==> src/rtl/display_scan.sv <==
// Scan sequencer for a 4-digit multiplexed 7-segment message display: digit index,
// blanked message code, frame tick and frame-aligned message update. Optional erro blink: DISPLAY_SCAN_BLINK_EN.
module display_scan #(
  parameter int DIGIT_CYCLES = 50000,
  parameter int BLANK_CYCLES = 2,
  parameter int BLINK_FRAMES = 250
) (
  input  logic       clock,
  input  logic       reset,
  input  logic [2:0] msg_code,
  input  logic       msg_valid,
  output logic       msg_ready,
  output logic [1:0] cont,
  output logic [2:0] dis,
  output logic       frame_tick
);

  localparam int            SW        = (DIGIT_CYCLES > 1) ? $clog2(DIGIT_CYCLES) : 1;
  localparam logic [SW-1:0] SLOT_LAST = SW'(DIGIT_CYCLES - 1);
  localparam logic [SW-1:0] BLANK_LIM = SW'(BLANK_CYCLES);
  localparam logic [1:0]    DIGIT_LAST = 2'b11;
  localparam logic [2:0]    CODE_OFF  = 3'b000;

  logic [SW-1:0] slot_q, slot_d;
  logic [1:0]    cont_q, cont_d;
  logic [2:0]    active_q, active_d;
  logic [2:0]    pending_q, pending_d;
  logic          pend_full_q, pend_full_d;
  logic [2:0]    dis_q, dis_d;
  logic          tick_q, tick_d;

  logic          boundary_s;
  logic          accept_s;
  logic          promote_s;
  logic          blank_s;
  logic          blink_off_s;

`ifdef DISPLAY_SCAN_BLINK_EN
  localparam int            BW         = (BLINK_FRAMES > 1) ? $clog2(BLINK_FRAMES) : 1;
  localparam logic [BW-1:0] BLINK_LAST = BW'(BLINK_FRAMES - 1);
  localparam logic [2:0]    CODE_ERRO  = 3'b100;

  logic [BW-1:0] blink_cnt_q, blink_cnt_d;
  logic          blink_off_q, blink_off_d;

  // Blink frame counter and phase register
  always_ff @(posedge clock) begin
    if (reset) begin
      blink_cnt_q <= '0;
      blink_off_q <= 1'b0;
    end else begin
      blink_cnt_q <= blink_cnt_d;
      blink_off_q <= blink_off_d;
    end
  end

  // Blink next state: restart on a switch away from erro, count frames while erro shows
  always_comb begin
    blink_cnt_d = blink_cnt_q;
    blink_off_d = blink_off_q;
    if (promote_s && (pending_q != CODE_ERRO)) begin
      blink_cnt_d = '0;
      blink_off_d = 1'b0;
    end else if ((active_q == CODE_ERRO) && boundary_s) begin
      if (blink_cnt_q == BLINK_LAST) begin
        blink_cnt_d = '0;
        blink_off_d = ~blink_off_q;
      end else begin
        blink_cnt_d = blink_cnt_q + BW'(1);
      end
    end else begin
      blink_cnt_d = blink_cnt_q;
      blink_off_d = blink_off_q;
    end
  end

  assign blink_off_s = blink_off_d;
`else
  assign blink_off_s = 1'b0;
`endif

  // Scan, handshake and output registers
  always_ff @(posedge clock) begin
    if (reset) begin
      slot_q      <= '0;
      cont_q      <= 2'b00;
      active_q    <= CODE_OFF;
      pending_q   <= CODE_OFF;
      pend_full_q <= 1'b0;
      dis_q       <= CODE_OFF;
      tick_q      <= 1'b0;
    end else begin
      slot_q      <= slot_d;
      cont_q      <= cont_d;
      active_q    <= active_d;
      pending_q   <= pending_d;
      pend_full_q <= pend_full_d;
      dis_q       <= dis_d;
      tick_q      <= tick_d;
    end
  end

  // Next state; outputs are precomputed from next-state values so they line up with the counters
  always_comb begin
    boundary_s  = (cont_q == DIGIT_LAST) && (slot_q == SLOT_LAST);
    accept_s    = msg_valid && !pend_full_q;
    promote_s   = boundary_s && pend_full_q;

    if (slot_q == SLOT_LAST) begin
      slot_d = '0;
      cont_d = cont_q + 2'd1;
    end else begin
      slot_d = slot_q + SW'(1);
      cont_d = cont_q;
    end

    active_d    = active_q;
    pending_d   = pending_q;
    pend_full_d = pend_full_q;
    if (promote_s) begin
      active_d    = pending_q;
      pend_full_d = 1'b0;
    end else if (accept_s) begin
      pending_d   = msg_code;
      pend_full_d = 1'b1;
    end else begin
      pend_full_d = pend_full_q;
    end

    tick_d  = (cont_d == DIGIT_LAST) && (slot_d == SLOT_LAST);
    blank_s = (slot_d < BLANK_LIM);
    if (blank_s || blink_off_s) begin
      dis_d = CODE_OFF;
    end else begin
      dis_d = active_d;
    end
  end

  assign cont       = cont_q;
  assign dis        = dis_q;
  assign frame_tick = tick_q;
  assign msg_ready  = !pend_full_q;

endmodule

==> config.mk <==
export PLATFORM = sky130hd
export DESIGN_NAME = display_scan
export DESIGN_NICKNAME = d
export VERILOG_FILES = /design/src/rtl/display_scan.sv
export SDC_FILE = /design/constraint.sdc
export NUM_CORES = 1
export LEC_CHECK = 0
export ABC_AREA = 1
export CAP_MARGIN = 25
export CORE_MARGIN = 5
export CORE_UTILIZATION = 43
export DETAILED_ROUTE_END_ITERATION = 16
export SLEW_MARGIN = 10
export SYNTH_ARGS = -nofsm -noshare
export SYNTH_HDL_FRONTEND = slang
export SYNTH_SLANG_ARGS = --single-unit
==> constraint.sdc <==
create_clock -name clock -period 5.1 [get_ports clock]
set_clock_uncertainty 0.1 [all_clocks]
set_input_delay 0.51 -clock clock [delete_from_list [all_inputs] [get_ports clock]]
set_output_delay 0.51 -clock clock [all_outputs]
set_load 0.005 [all_outputs]
## Yosys cells after proc, flatten, opt, wreduce, memory -nomap -nowiden

Cells that the tools add are included.

| cells by class | value |
|---|---|
| equality and inequality tests | 4 |
| magnitude comparators | 1 |
| add/subtract/negate cells | 2 |
| bitwise gates (word level) | 1 |
| multiplexer cells | 3 |
| reductions and logical operators | 8 |

Operators with widths:

| cell | count |
|---|---|
| 16-bit equality test (second input constant) | 2 |
| 16-bit by 1-bit adder with 16-bit output (second input constant) | 1 |
| 16-bit by 2-bit < comparator with 1-bit output (second input constant) | 1 |
| 16-bit two-way mux | 1 |
| 2-bit equality test (second input constant) | 2 |
| 1-bit logical AND | 4 |
| 2-bit OR reduction | 2 |
| 3-bit two-way mux | 1 |
| 2-bit by 1-bit adder with 2-bit output (second input constant) | 1 |
| 2-bit two-way mux | 1 |
| 2-bit AND reduction | 1 |
| 1-bit logical NOT | 1 |
| 1-bit inverter | 1 |

| word-level totals | value |
|---|---|
| register bits after elaboration | 29 |
| output and inout bits | 7 |
| logic and storage cells | 26 |

## Longest topological paths before layout

| depth | value |
|---|---|
| depth after elaboration | 5 |
| depth in mapped cells | 13 |

## Worst setup path after synthesis

Ideal clock, no wire load.

| timing | value |
|---|---|
| kind | reg-to-reg |
| start | register slot_q[0] |
| end | register dis_q[0], in the netlist dis[0] |
| cell stages (with the launch flop) | 13 |
| path slack | 3.439 ns |
| period minus slack after synthesis | 1.661 ns |
| path buffers | 0 |
| data required time | 4.879 ns |
| data arrival time | 1.441 ns |
| path through | dfxtp_1 > ha_1 > nand3_4 > nor2_2 > nand2_4 > nand2_1 > nand2_1 > clkinv_1 > nand2_1 > nor2_2 > nand2_2 > nor2_4 > nor2_1 |

| on the way | value |
|---|---|
| word-level cells in the longest chain between the ends | 4 |
| elaborated cells on any way between the ends | 8 |

Ends and longest elaborated chain:

| item | RTL line | text |
|---|---|---|
| start, declared | 24 | `logic [SW-1:0] slot_q, slot_d;` |
| start signal, assigned | 93 | `slot_q <= slot_d;` |
| 16-bit by 1-bit adder with 16-bit output or 16-bit equality test (tied branches) | 113, 105, 109 |  |
| 16-bit two-way mux or 1-bit logical AND (tied branches) | 109, 105 |  |
| 16-bit by 2-bit < comparator with 1-bit output or 1-bit logical AND (tied branches) | 131, 107 |  |
| 2-bit OR reduction (no source line) or 3-bit two-way mux (tied branches) | - |  |
| end signal, assigned | 98 | `dis_q <= dis_d;` |
| end, declared | 29 | `logic [2:0] dis_q, dis_d;` |

Several ways; a longest one is shown, not always the timed one.
A chain may end at the register's enable or synchronous reset.

==> flow_metrics.tcl <==
set metrics [dict create \
    synth_compound_area_frac 0.04712 \
    clockBufferDepth 2 \
    tns_ps 0 \
    relSlewSlack 0.5456 \
    final_area_mm2 0.001826 \
    worst_slack_ps 3156 \
    drv_cap 0 \
    rsz0062_at_grt "false" \
    fin_crit_sh 0.3812 \
    crit_path_start_kind "input pin" \
    syn_avg_cell_area_um2 6.841 \
    tightest_slew_ps 679.5 \
    grt_max_degree 20 \
    critPathMaxFanout 19 \
    ys_seq_elements 29 \
    n_fill_cell 386 \
    die_h_um 70.36 \
    cts_tree "built" \
    slew_violations 0 \
    first_pass_iters 4 \
    synthSimpleGateAreaFrac 0.4409 \
    worstSetupEndpoint "frame_tick$_SDFF_PP0_" \
    max_freq_mhz 514.4 \
    via_count 1348 \
    grt_use_total 0.1424 \
    mostFrequentLayoutCells "nand2_1 (52), nor2_1 (52), inv_1 (31)" \
    routed_wl_um 3187 \
    clk_latency_ps 280 \
    first_global_vias 1206 \
    dpl_cell_area_mm2 0.001739 \
    cp-end-kind "register" \
    synthDistinctLibCells 25 \
    clkSlewWorstSetupHoldPaths_ps 60 \
    nets 255 \
    routed_via_density 4.585 \
    power_density_mw_per_mm2 247.8 \
    synth-xor-area-share 0.03355 \
    final_util 0.5062 \
    port_buffers 12 \
    detail_route.wl_per_cell_um 10.84 \
    finalPower_mw 0.4524 \
    htree_levels 2 \
    n_antenna_cell 0 \
    critPathLaunch "reset" \
    grt-ovfl-total 0 \
    die_x_um 70.36 \
    cts.sinks 29 \
    synthMuxAreaShare 0 \
    min_path_cells 2 \
    grt_pass1_wl_um 5444 \
    postRouteAntennaNets 0 \
    yosysSeqAreaShare 0.3706 \
    io_pins 13 \
    routabilityCongestion 0.7850 \
    numCtsBuffers 5 \
    synth_top_area_share 0.3706 \
    cellLeakagePower_nw 0.7988 \
    rrSetupSlack_ps 3200 \
    synthAdderAreaFrac 0.02396 \
    die_area_mm2 0.004950 \
    dp_slack_ps 2855 \
    criticalPathCategory "in -> reg" \
    finalSetupViolations 0 \
    r2r.worst_path.cells 10 \
    dpl.hpwl_um 2463 \
    drtIter0Drc 66 \
    worst_ir_drop_vdd_mv 0.1968 \
    synth_area_leaders "dfxtp_1 (37%), nand2_1 (12%), nor2_1 (12%), inv_1 (7.4%), nand3_1 (3.5%)" \
    synthesis.area_mm2 0.001567 \
    finalHoldViolCount 0 \
    hp-class "reg -> reg" \
    design.core.area_mm2 0.003606 \
    antenna_found_initial 0 \
    syn2layout_area_growth_pct 16.53 \
    synth_top_area_cell "dfxtp_1" \
    post_cts_buffers 0 \
    initial_core_util 0.4344 \
    final.min_clock_period_ps 1944 \
    status "complete, no violations" \
    crit_required_ps 5180 \
    timing.rr.end "dis[0]$_SDFF_PP0_" \
    synthesis.nets 238 \
    cts.hold.buffers_added 0 \
    yosys_warnings 0 \
    r2r-start "slot_q[0]$_SDFF_PP0_" \
    rows 22 \
    post_cts_resized 0 \
    syn_inst 229 \
    arrival_ps 2020 \
    synth_top_family_by_area "simple AND/OR/NAND/NOR gates" \
    cts-root-buf "clkbuf_8" \
    drive_gt1_frac 0.1057 \
    drc 0 \
]
## worst max-delay path, cell delays in order
cell	delay [ps]
clkdlybuf4s50_1	900
inv_1	280
nand4_1	170
nor2_1	50
nand2_1	70
nor2_2	30
## cell usage after synthesis
| library cell | count |
|---|---|
| and3_1 | 1 |
| clkbuf_1 | 2 |
| clkinv_1 | 2 |
| dfxtp_1 | 29 |
| ha_1 | 3 |
| inv_1 | 31 |
| nand2_1 | 52 |
| nand2_2 | 5 |
| nand2_4 | 1 |
| nand3_1 | 11 |
| nand3_2 | 5 |
| nand3_4 | 1 |
| nand3b_1 | 3 |
| nand4_1 | 5 |
| nor2_1 | 52 |
| nor2_2 | 3 |
| nor2_4 | 4 |
| nor3_1 | 1 |
| o211ai_1 | 4 |
| o21ai_0 | 4 |
| o21ai_2 | 1 |
| o21bai_1 | 2 |
| or2_0 | 1 |
| xnor2_1 | 2 |
| xor2_1 | 4 |
## state kept, by name, summed over array words and instances (netlist names)
| signal | cells |
|---|---|
| active_q | 3 |
| cont | 2 |
| dis | 3 |
| frame_tick | 1 |
| pend_full_q | 1 |
| pending_q | 3 |
| slot_q | 16 |
## logic make-up (layout without fill, tap and decap cells)
group / Yosys count / in the layout
simple gates: 145 / 145
flops: 29 / 29
compound gates: 11 / 11
xor+xnor: 6 / 6
buf+inv: 35 / 52
fa+ha+maj: 3 / 3
## power breakdown
group / switching, mW / internal (mW) / leakage (nW)
registers: 0.00452 / 0.231 / 0.235
logic: 0.0154 / 0.0123 / 0.519
clock network: 0.0823 / 0.107 / 0.0443
total: 0.102 / 0.350 / 0.799
## worst min path at each step
stage | endpoint | start
after detailed placement | pending_q[0]$_SDFFE_PP0P_ | pending_q[0]$_SDFFE_PP0P_
after CTS | pending_q[0]$_SDFFE_PP0P_ | pending_q[0]$_SDFFE_PP0P_
after global routing | slot_q[0]$_SDFF_PP0_ | slot_q[0]$_SDFF_PP0_
after global placement | pending_q[1]$_SDFFE_PP0P_ | pending_q[1]$_SDFFE_PP0P_
after floorplan | slot_q[0]$_SDFF_PP0_ | slot_q[0]$_SDFF_PP0_
final | pending_q[0]$_SDFFE_PP0P_ | pending_q[0]$_SDFFE_PP0P_
## cell type report
cell class / count / area [um2] / area share
multi-input combinational: 165 / 854.6 / 0.4681
sequential: 29 / 580.6 / 0.3180
inverter: 33 / 123.9 / 0.06785
timing repair buffer: 12 / 120.1 / 0.06580
clock buffer: 7 / 86.33 / 0.04729
tap: 48 / 60.06 / 0.03290
## per-layer routing
metal,GRT usage,part of all wire,wire length (um)
met5,0,0,0
met2,0.1975,0.41,1307
met1,0.1970,0.53,1677
met3,0.03885,0.037,117
met4,0.07660,0.026,84
## through the flow
stage                     hold slack [ps]  std cells
after floorplan                     375.4        229
after global placement              396.0        287
after detailed placement            401.9        287
after CTS                           421.3        294
after global routing                459.4        294
final                               421.3        294
Power figures use the tool's default switching activity.
